### src/rtl/cam_row_stream.sv
// cam_row_stream: row-wise LOAD/STORE front end between valid/ready streams and the CAM cell array.
// Latency: a LOAD beat is written to its row in the cycle after acceptance; STORE readback reaches the skid FIFO two cycles after issue.
// Backpressure: s_ready drops once the LOAD count is met; STORE issue throttles on FIFO space, and m_valid/m_data hold while m_ready=0.

// Small skid FIFO holding row readback words until the output stream takes them.
// Latency: a pushed word is visible at head on the following cycle.
// Backpressure: none internally; the caller guarantees no push when full and no pop when empty.
module cam_row_fifo #(
    parameter int WIDTH = 4,
    parameter int DEPTH = 4,
    parameter int CW    = 3
) (
    input  logic             clk,
    input  logic             rst,
    input  logic             push,
    input  logic [WIDTH-1:0] push_data,
    input  logic             pop,
    output logic [WIDTH-1:0] head,
    output logic [CW-1:0]    count
);
    localparam int PW = $clog2(DEPTH);

    logic [WIDTH-1:0] mem [DEPTH];
    logic [PW-1:0]    wr_ptr;
    logic [PW-1:0]    rd_ptr;

    assign head = mem[rd_ptr];

    // Storage write; contents need no reset because occupancy gates every read.
    always_ff @(posedge clk) begin
        if (push) begin
            mem[wr_ptr] <= push_data;
        end
    end

    // Pointers wrap naturally (power-of-two depth); occupancy tracks push/pop.
    always_ff @(posedge clk) begin
        if (rst) begin
            wr_ptr <= '0;
            rd_ptr <= '0;
            count  <= '0;
        end else begin
            if (push) begin
                wr_ptr <= wr_ptr + PW'(1);
            end
            if (pop) begin
                rd_ptr <= rd_ptr + PW'(1);
            end
            case ({push, pop})
                2'b10:   count <= count + CW'(1);
                2'b01:   count <= count - CW'(1);
                default: count <= count;
            endcase
        end
    end
endmodule

module cam_row_stream #(
    parameter int       DATA_WIDTH     = 4,
    parameter int       DATA_DEPTH     = 4,
    parameter int       ADDR_WIDTH_CAM = 8,
    parameter int       FIFO_DEPTH     = 4,
    parameter logic [2:0] RowxRow      = 3'd1
) (
    input  logic                      clk,
    input  logic                      rst,
    input  logic                      start_load,
    input  logic                      start_store,
    input  logic [ADDR_WIDTH_CAM-1:0] base_row,
    input  logic [ADDR_WIDTH_CAM-1:0] row_count,
    input  logic [DATA_WIDTH-1:0]     s_data,
    input  logic                      s_valid,
    output logic                      s_ready,
    output logic [DATA_WIDTH-1:0]     m_data,
    output logic                      m_valid,
    input  logic                      m_ready,
    output logic [2:0]                input_mode,
    output logic [ADDR_WIDTH_CAM-1:0] addr_input_Row,
    output logic [DATA_WIDTH-1:0]     Ip_row,
    output logic                      wr_n,
    output logic [ADDR_WIDTH_CAM-1:0] addr_output_Row,
    input  logic [DATA_WIDTH-1:0]     Q_out_row,
    output logic                      busy,
    output logic                      done,
    output logic                      err
);
    localparam int CW = $clog2(FIFO_DEPTH + 1);
    localparam logic [ADDR_WIDTH_CAM-1:0] ADDR_OFF = ADDR_WIDTH_CAM'(DATA_DEPTH + 3);
    localparam logic [ADDR_WIDTH_CAM-1:0] LAST_ROW = ADDR_WIDTH_CAM'(DATA_DEPTH - 1);
    localparam logic [ADDR_WIDTH_CAM-1:0] ONE      = ADDR_WIDTH_CAM'(1);
    localparam logic [ADDR_WIDTH_CAM:0]   DEPTH_X  = (ADDR_WIDTH_CAM + 1)'(DATA_DEPTH);

    typedef enum logic [1:0] {
        ST_IDLE,
        ST_LOAD,
        ST_STORE,
        ST_FIN
    } state_t;

    state_t                    state;
    logic [ADDR_WIDTH_CAM-1:0] total;
    logic [ADDR_WIDTH_CAM-1:0] cur_row;
    logic [ADDR_WIDTH_CAM-1:0] iss_cnt;
    logic [ADDR_WIDTH_CAM-1:0] pop_cnt;

    // Readback pipe: pipe_v0 = address presented to the array, pipe_v1 = Q_out_row valid now.
    logic                      pipe_v0;
    logic                      pipe_v1;

    logic [CW-1:0]             fifo_cnt;
    logic [CW-1:0]             fifo_free;
    logic [CW-1:0]             in_flight;
    logic [DATA_WIDTH-1:0]     fifo_head;
    logic                      can_issue;
    logic                      pop;
    logic                      bad_args;

    function automatic logic [ADDR_WIDTH_CAM-1:0] next_row(input logic [ADDR_WIDTH_CAM-1:0] r);
        return (r == LAST_ROW) ? '0 : r + ONE;
    endfunction

    assign bad_args  = ({1'b0, row_count} > DEPTH_X) || ({1'b0, base_row} >= DEPTH_X);

    // A new read is issued only if every word already in the pipe still has a slot waiting.
    assign fifo_free = CW'(FIFO_DEPTH) - fifo_cnt;
    assign in_flight = CW'(pipe_v0) + CW'(pipe_v1);
    assign can_issue = (state == ST_STORE) && (iss_cnt != total) && (fifo_free > in_flight);

    // Output is the FIFO head, driven from registers only, forced to zero when not valid.
    assign m_valid   = (state == ST_STORE) && (fifo_cnt != '0);
    assign m_data    = m_valid ? fifo_head : '0;
    assign pop       = m_valid && m_ready;

    cam_row_fifo #(
        .WIDTH (DATA_WIDTH),
        .DEPTH (FIFO_DEPTH),
        .CW    (CW)
    ) u_fifo (
        .clk       (clk),
        .rst       (rst),
        .push      (pipe_v1),
        .push_data (Q_out_row),
        .pop       (pop),
        .head      (fifo_head),
        .count     (fifo_cnt)
    );

    // Track which array reads are in flight so their returning data is captured.
    always_ff @(posedge clk) begin
        if (rst) begin
            pipe_v0 <= 1'b0;
            pipe_v1 <= 1'b0;
        end else begin
            pipe_v0 <= can_issue;
            pipe_v1 <= pipe_v0;
        end
    end

    // Transfer FSM with registered array-side controls and status pulses.
    always_ff @(posedge clk) begin
        if (rst) begin
            state           <= ST_IDLE;
            s_ready         <= 1'b0;
            input_mode      <= 3'd0;
            addr_input_Row  <= '0;
            Ip_row          <= '0;
            wr_n            <= 1'b1;
            addr_output_Row <= ADDR_OFF;
            busy            <= 1'b0;
            done            <= 1'b0;
            err             <= 1'b0;
            total           <= '0;
            cur_row         <= '0;
            iss_cnt         <= '0;
            pop_cnt         <= '0;
        end else begin
            done <= 1'b0;
            err  <= 1'b0;
            wr_n <= 1'b1;
            case (state)
                ST_IDLE: begin
                    if (start_load || start_store) begin
                        if (bad_args) begin
                            err <= 1'b1;
                        end else if (row_count == '0) begin
                            state      <= ST_FIN;
                            done       <= 1'b1;
                            busy       <= 1'b1;
                            input_mode <= RowxRow;
                        end else begin
                            total      <= row_count;
                            cur_row    <= base_row;
                            iss_cnt    <= '0;
                            pop_cnt    <= '0;
                            busy       <= 1'b1;
                            input_mode <= RowxRow;
                            if (start_load) begin
                                state   <= ST_LOAD;
                                s_ready <= 1'b1;
                            end else begin
                                state   <= ST_STORE;
                            end
                        end
                    end
                end
                ST_LOAD: begin
                    if (s_valid && s_ready) begin
                        addr_input_Row <= cur_row;
                        Ip_row         <= s_data;
                        wr_n           <= 1'b0;
                        cur_row        <= next_row(cur_row);
                        iss_cnt        <= iss_cnt + ONE;
                        if (iss_cnt + ONE == total) begin
                            s_ready <= 1'b0;
                        end
                    end else if (!s_ready) begin
                        // s_ready only drops after the last beat, so this is the final write cycle.
                        state <= ST_FIN;
                        done  <= 1'b1;
                    end
                end
                ST_STORE: begin
                    addr_output_Row <= can_issue ? cur_row : ADDR_OFF;
                    if (can_issue) begin
                        cur_row <= next_row(cur_row);
                        iss_cnt <= iss_cnt + ONE;
                    end
                    if (pop) begin
                        pop_cnt <= pop_cnt + ONE;
                        if (pop_cnt + ONE == total) begin
                            state <= ST_FIN;
                            done  <= 1'b1;
                        end
                    end
                end
                ST_FIN: begin
                    state           <= ST_IDLE;
                    busy            <= 1'b0;
                    input_mode      <= 3'd0;
                    addr_output_Row <= ADDR_OFF;
                end
                default: state <= ST_IDLE;
            endcase
        end
    end
endmodule

### config.mk
export PLATFORM = sky130hd
export DESIGN_NAME = cam_row_stream
export DESIGN_NICKNAME = d
export VERILOG_FILES = /design/src/rtl/cam_row_stream.sv
export SDC_FILE = /design/constraint.sdc
export NUM_CORES = 1
export LEC_CHECK = 0
export ABC_AREA = 1
export CAP_MARGIN = 20
export CORE_MARGIN = 5
export CORE_UTILIZATION = 50
export DETAILED_ROUTE_END_ITERATION = 16
export PLACE_DENSITY = 0.74
export SLEW_MARGIN = 20
export SYNTH_ARGS = -nofsm -noshare
export SYNTH_HDL_FRONTEND = slang
export SYNTH_SLANG_ARGS = --single-unit
### constraint.sdc
create_clock -name clk -period 2.6 [get_ports clk]
set_input_delay 0.26 -clock clk [delete_from_list [all_inputs] [get_ports clk]]
set_output_delay 0.26 -clock clk [all_outputs]
set_load 0.005 [all_outputs]
=== After elaboration in Yosys (flattened, before gate mapping) ===
Memories as Yosys holds them, arrays and structs flattened. A register that Yosys moved wholly into a read port is not among the register bits.
Index checks and enable logic that the tools add are counted.

* Divide/modulo/power cells: 0
* Mux-type cells: 55
* Reductions and logical operators: 25
* $add $sub $neg: 9
* Eq/ne operators: 20
* $mul: 0
* $lt $le $gt $ge: 3
* Shift operators: 0
* Bitwise operators: 5

{| class="wikitable"
|+ Operator list
! kind !! count
|-
| $mux W8 || 13
|-
| $pmux W8 S3 || 2
|-
| $pmux W8 S2 || 2
|-
| $add A8 B1 Y8 const B || 3
|-
| $mux W2 || 10
|-
| $mux W1 || 19
|-
| $ne A2 B2 Y1 const B || 9
|-
| $eq A8 B8 Y1 || 2
|-
| $pmux W3 S2 || 2
|-
| $reduce_and A6 Y1 || 2
|-
| $reduce_bool A2 Y1 || 5
|-
| $eq A8 B2 Y1 const B || 1
|-
| $ge A8 B3 Y1 const B || 1
|-
| $gt A8 B3 Y1 const B || 1
|-
| $logic_not A8 Y1 || 1
|-
| $ne A8 B8 Y1 || 1
|-
| $pmux W2 S4 || 1
|-
| $reduce_and A7 Y1 || 1
|-
| $eq A2 B2 Y1 const B || 3
|-
| $mux W3 || 2
|-
| $reduce_bool A3 Y1 || 2
|-
| $logic_and A1 B1 Y1 || 5
|-
| $not A1 Y1 || 5
|-
| $reduce_and A5 Y1 || 1
|-
| 18 further kinds || 23
|}

* Bits in latches: 0
* Memory bits (read-only): 0
* Bits of input ports: 30
* Flip-flop bits (word level): 71
* Memories kept: 1
* Logic and storage cells: 137
* Memory bits (writable): 16
* Output and inout bits: 33

{| class="wikitable"
|+ Memories
! name !! words !! width !! read ports !! clocked after Yosys merged registers in !! wr ports !! RTL line !! text
|-
| u_fifo.mem || 4 || 4 || 1 || 1 || 1 || 23 || <nowiki>logic [WIDTH-1:0] mem [DEPTH];</nowiki>
|}

=== Depth between registers and ports, before layout ===
* Depth after elaboration: 5
* Gate-level depth with buffers: 14
* Gate-level depth less buffers: 14

=== Cells and area by module ===
From an unflattened synthesis, not the netlist that was laid out.

* Cell total of the unflattened synthesis: 642
* Area, all modules: 4626.9 sq um

{| class="wikitable"
|+ By module, submodules not included
! module !! times used !! area an instance (sq um) !! cells each !! seq. area each (sq um)
|-
| cam_row_stream || 1 || 3597.2 || 548 || 1221.2
|-
| cam_row_fifo || 1 || 1029.7 || 94 || 660.6
|}

=== Least setup slack after synthesis ===
Ideal clock, no wire load.

* Path kind: reg-to-reg
* Start: reg u_fifo.count[0]
* End: reg u_fifo.count[2]
* Arrival: 2031 ps
* Required time: 2478 ps
* Cell stages (with the launch flop): 14
* Path slack: 447 ps
* Path buffers: 0
* Setup time: 122 ps
* Period minus slack after synthesis: 2153 ps
* Path through: dfxtp_1 > inv_1 > ha_1 > ha_1 > nor2_8 > nand2_2 > inv_2 > ha_1 > inv_1 > fa_1 > a21oi_1 > o21ai_0 > o21ai_0 > a21oi_1

* Word-level cells in the longest chain between the ends: 5
* Elaborated cells between the ends (all ways): 9
* Classes of those cells: 2 x add/sub; 2 x eq/ne; 1 x mux; 4 x reduce/logical

{| class="wikitable"
|+ RTL lines
! element !! RTL line !! text
|-
| start: declaration || 19 || <nowiki>output logic [CW-1:0] count</nowiki>
|-
| start signal: assignment || 50 || <nowiki>2'b10: count <= count + CW'(1);</nowiki>
|-
| start signal: assignment || 51 || <nowiki>2'b01: count <= count - CW'(1);</nowiki>
|-
| start signal: assignment || 52 || <nowiki>default: count <= count;</nowiki>
|-
| $reduce_bool A3 Y1 * || 130 || <nowiki>assign m_valid = (state == ST_STORE) && (fifo_cnt != '0);</nowiki>
|-
| $logic_and A1 B1 Y1 * || 130 ||
|-
| via m_valid || 75 || <nowiki>output logic m_valid,</nowiki>
|-
| $logic_and A1 B1 Y1 * || 132 || <nowiki>assign pop = m_valid && m_ready;</nowiki>
|-
| via pop || 115 || <nowiki>logic pop;</nowiki>
|-
| $eq A2 B1 Y1 or $eq A2 B2 Y1 (tied branches) || 49 || <nowiki>case ({push, pop})</nowiki>
|-
| $pmux W3 S2 or $reduce_bool A2 Y1 (tied branches) || -- ||
|}

The timed path passes the listed nets; every way through them passes the cells marked *.
A chain may end at the register's enable or synchronous reset.

=== Worst setup path after layout ===
* Start: reg u_fifo.count[0]
* End: reg u_fifo.count[2]

* Word-level cells in the longest chain between the ends: 5
* Elaborated cells between the ends (all ways): 9
* Classes of those cells: 2 x add/sub; 2 x eq/ne; 1 x mux; 4 x reduce/logical

{| class="wikitable"
|+ RTL lines
! element !! RTL line
|-
| $reduce_bool A3 Y1 * || 130
|-
| $logic_and A1 B1 Y1 * || 130
|-
| $logic_and A1 B1 Y1 * || 132
|-
| via pop || 115
|-
| $eq A2 B1 Y1 or $eq A2 B2 Y1 (tied branches) || 49
|-
| $pmux W3 S2 or $reduce_bool A2 Y1 (tied branches) || --
|}

Marked as above.

==> results.sh <==
export IMPL_cts_buffers=9
export IMPL_cts_sinks=86
export IMPL_final_core_util_pct=60.4
export IMPL_synth_edf_count=16
export IMPL_htreeDepth=3
export IMPL_setup_violations=0
export IMPL_post_cts_resized=0
export IMPL_fin_tns_setup_ns=0
export IMPL_cp_required_ns=2.84
export IMPL_status="finished, final reports clean"
export IMPL_synth_area_mm2=0.00470
export IMPL_rsz0062_at_grt="no"
export IMPL_crit_type="flop to flop"
export IMPL_cp_endpoint="u_fifo.count[2]$_SDFFE_PP0P_"
export IMPL_r2r_cells=13
export IMPL_cp_start_kind="flop"
export IMPL_synth_cell_type_count=41
export IMPL_drc=0
export IMPL_n_antenna_cell=0
export IMPL_rows=35
export IMPL_met1_length_um=5050
export IMPL_drt_total_wl_um=11200
export IMPL_synth_simple_gate_area_share_pct=32.5
export IMPL_period_needed_ns=2.39
export IMPL_end_kind="flop"
export IMPL_syn_to_final_growth_pct=18.2
export IMPL_clockBufferDepth=2
export IMPL_tritoncts="built"
export IMPL_synth_xor_area_share_pct=1.49
export IMPL_cts_root_buf="clkbuf_8"
export IMPL_ys_ff_latch=86
export IMPL_power_density_mw_per_mm2=888
export IMPL_first_iter_violations=199
export IMPL_dieArea_mm2=0.0114
export IMPL_top_layer="met4"
export IMPL_hpwl_um=8500
export IMPL_grtUsageTotal_pct=19.9
export IMPL_drt_pass1_iterations=5
export IMPL_grt_max_degree=30
export IMPL_grt_pass1_wl_um=18400
export IMPL_portBuffers=60
export IMPL_initial_utilization_pct=51.1
export IMPL_wl_met2_um=5110
export IMPL_place_congestion=0.896
export IMPL_wl_per_cell_um=13.4
export IMPL_peakVddDrop_mv=0.471
export IMPL_tightest_slew_ns=0.604
export IMPL_synth_compound_area_share_pct=11.2
export IMPL_avgSynthCellArea_um2=7.09
export IMPL_grt_pass1_vias=4051
export IMPL_ys_flop_type="dfxtp_1"
export IMPL_hold_viol_final=0
export IMPL_r2r_start="u_fifo.count[0]$_SDFFE_PP0P_"
export IMPL_cellLeakagePower_uw=0.00237
export IMPL_synthMuxAreaShare_pct=0
export IMPL_drv_slew=0
export IMPL_drv_cap=0
export IMPL_skew_ns=0.00832
export IMPL_synthAdderAreaFrac_pct=5.22
export IMPL_antenna_found_initial=0
export IMPL_routed_via_density=5.23
export IMPL_io_pins=63
export IMPL_drive_above_1_share_pct=7.31
export IMPL_hold_buffers=0
export IMPL_ys_seq_area_share_pct=40.0
export IMPL_path_clk_slew_ns=0.09
export IMPL_max_freq_mhz=418
export IMPL_final_nets=769
export IMPL_core_mm2=0.00920
export IMPL_postRouteAntennaNets=0
export IMPL_period_share_pct=92.0
export IMPL_synth_cells=663
export IMPL_postSynth_asyncResetShare_pct=0
export IMPL_worstPathArrival_ns=2.63
export IMPL_yosysWarnings=0
export IMPL_cp_startpoint="u_fifo.count[0]$_SDFFE_PP0P_"
export IMPL_routed_wl_met3_um=711
export IMPL_rrSetupSlack_ns=0.21
export IMPL_die_h_um=107
export IMPL_insertion_delay_ns=0.36
export IMPL_postCtsSetupRepairBufs=0
export IMPL_die_w_um=107
export IMPL_slew_headroom_pct=59.6
export IMPL_grt_overflow_total=0
export IMPL_synth_top_family_by_area="simple AND/OR/NAND/NOR gates"
export IMPL_hold_path_class="flop to flop"
export IMPL_reg2reg_to="u_fifo.count[2]$_SDFFE_PP0P_"
export IMPL_vias=4369
export IMPL_critPathMaxFanout=5
-- worst max-delay path: stages, from the launching register on --
cell and delay [ns]:
dfxtp_1 0.32, inv_1 0.09, ha_1 0.22, ha_1 0.24, nor2_8 0.13, nand2_2 0.07
inv_2 0.09, ha_1 0.14, inv_1 0.06, fa_1 0.38, a21oi_1 0.16, o21ai_0 0.13
o21ai_0 0.18, a21oi_1 0.06
-- Yosys cell counts (2+ instances only) --
| master | number | area share, % |
|---|---|---|
| nand2_1 | 153 | 12 |
| nor2_1 | 113 | 9.0 |
| inv_1 | 80 | 6.4 |
| dfxtp_1 | 70 | 30 |
| o21ai_0 | 41 | 4.4 |
| nand3_1 | 39 | 4.2 |
| a21oi_1 | 36 | 3.8 |
| ha_1 | 18 | 4.8 |
| edfxtp_1 | 16 | 10 |
| nand2_2 | 10 | 1.3 |
| nand4_1 | 9 | 1.2 |
| o21ai_1 | 8 | 0.85 |
| clkbuf_1 | 7 | 0.56 |
| buf_6 | 6 | 1.4 |
| nor2_2 | 6 | 0.80 |
| nor3_1 | 5 | 0.53 |
| xor2_1 | 5 | 0.93 |
| o31ai_1 | 4 | 0.64 |
| a21oi_2 | 3 | 0.56 |
| buf_2 | 3 | 0.32 |
| buf_4 | 3 | 0.48 |
| xnor2_1 | 3 | 0.56 |
| inv_2 | 2 | 0.16 |
| nand3_2 | 2 | 0.43 |
| nor2_4 | 2 | 0.48 |
| nor3_4 | 2 | 0.69 |
| o21a_1 | 2 | 0.32 |
| o22ai_1 | 2 | 0.27 |
-- flip-flops by register name, summed over array words and instances (netlist names), 2 cells and up, named ones only --
signal and count:
u_fifo.wr_ptr 2, pop_cnt 8, cur_row 8, addr_input_Row 8, addr_output_Row 8, total 8, u_fifo.rd_ptr 2, Ip_row 4
state 2, u_fifo.count 3, iss_cnt 8, u_fifo.mem 16
-- cell families after synthesis --
group | after synthesis
AOI/OAI and AO/OA | 98
xor gates and xnor gates | 8
adders and majority gates | 19
buffers and inverters | 103
DFF | 86
other | 1
and+or+nand+nor | 348
-- worst min-delay path by stage --
stage,startpoint,to,slack (ns),cells after the start
detailed placement,pipe_v0$_SDFF_PP0_,pipe_v1$_SDFF_PP0_,0.41,2
finish,pipe_v0$_SDFF_PP0_,pipe_v1$_SDFF_PP0_,0.43,2
CTS,pipe_v0$_SDFF_PP0_,pipe_v1$_SDFF_PP0_,0.43,2
floorplan,Q_out_row[0],u_fifo.mem[0][0]$_DFFE_PP_,0.36,0
global route,pipe_v0$_SDFF_PP0_,pipe_v1$_SDFF_PP0_,0.46,2
global placement,pipe_v0$_SDFF_PP0_,pipe_v1$_SDFF_PP0_,0.41,2
-- placed cells by master (no fill, tap or decap), types with 3 or more instances in the layout --
cell type,instances
nor3_1,5
a21oi_1,36
o31ai_1,4
clkbuf_8,9
xor2_1,5
clkdlybuf4s50_1,60
o21ai_0,41
edfxtp_1,16
buf_4,4
nand2_2,10
nor2_2,6
ha_1,18
nand2_1,153
inv_1,80
nand4_1,9
o21ai_1,8
nand3_1,39
a21oi_2,3
dfxtp_1,70
nor2_1,113
xnor2_1,3
-- per-stage QoR --
step / power, uW / cell area [um^2] / worst slack, ns / hold WS [ns] / cells
detailed placement: 3970 / 5360 / 0.291 / 0.415 / 820
global route: 5350 / 5560 / 0.0350 / 0.458 / 836
finish: 4940 / 5560 / 0.208 / 0.427 / 836
CTS: 4930 / 5560 / 0.229 / 0.430 / 836
floorplan: 3520 / 4700 / 0.447 / 0.359 / 664
global placement: 3920 / 5360 / 0.369 / 0.414 / 820
-- where the power goes --
part,internal [uW],total [uW],switching (uW)
Clock,456,964,508
Combinational,781,2150,1370
Sequential,1580,1820,241
Total,2820,4940,2120
-- metal layers --
metal  vias up  global-route usage [%]
met4         0                    7.40
met2       135                    33.1
li1       2219                       -
met1      1994                    25.5
met5         -                       0
met3        21                    3.97
-- layout make-up --
type / count / area [um^2]
fill: 849 / 3640
multi-input combinational: 475 / 2370
sequential: 86 / 1880
timing repair buffer: 65 / 651
inverter: 83 / 314
tap: 111 / 139
clock buffer: 10 / 128
clock inverter: 6 / 70.1
Power figures use the tool's default switching activity.
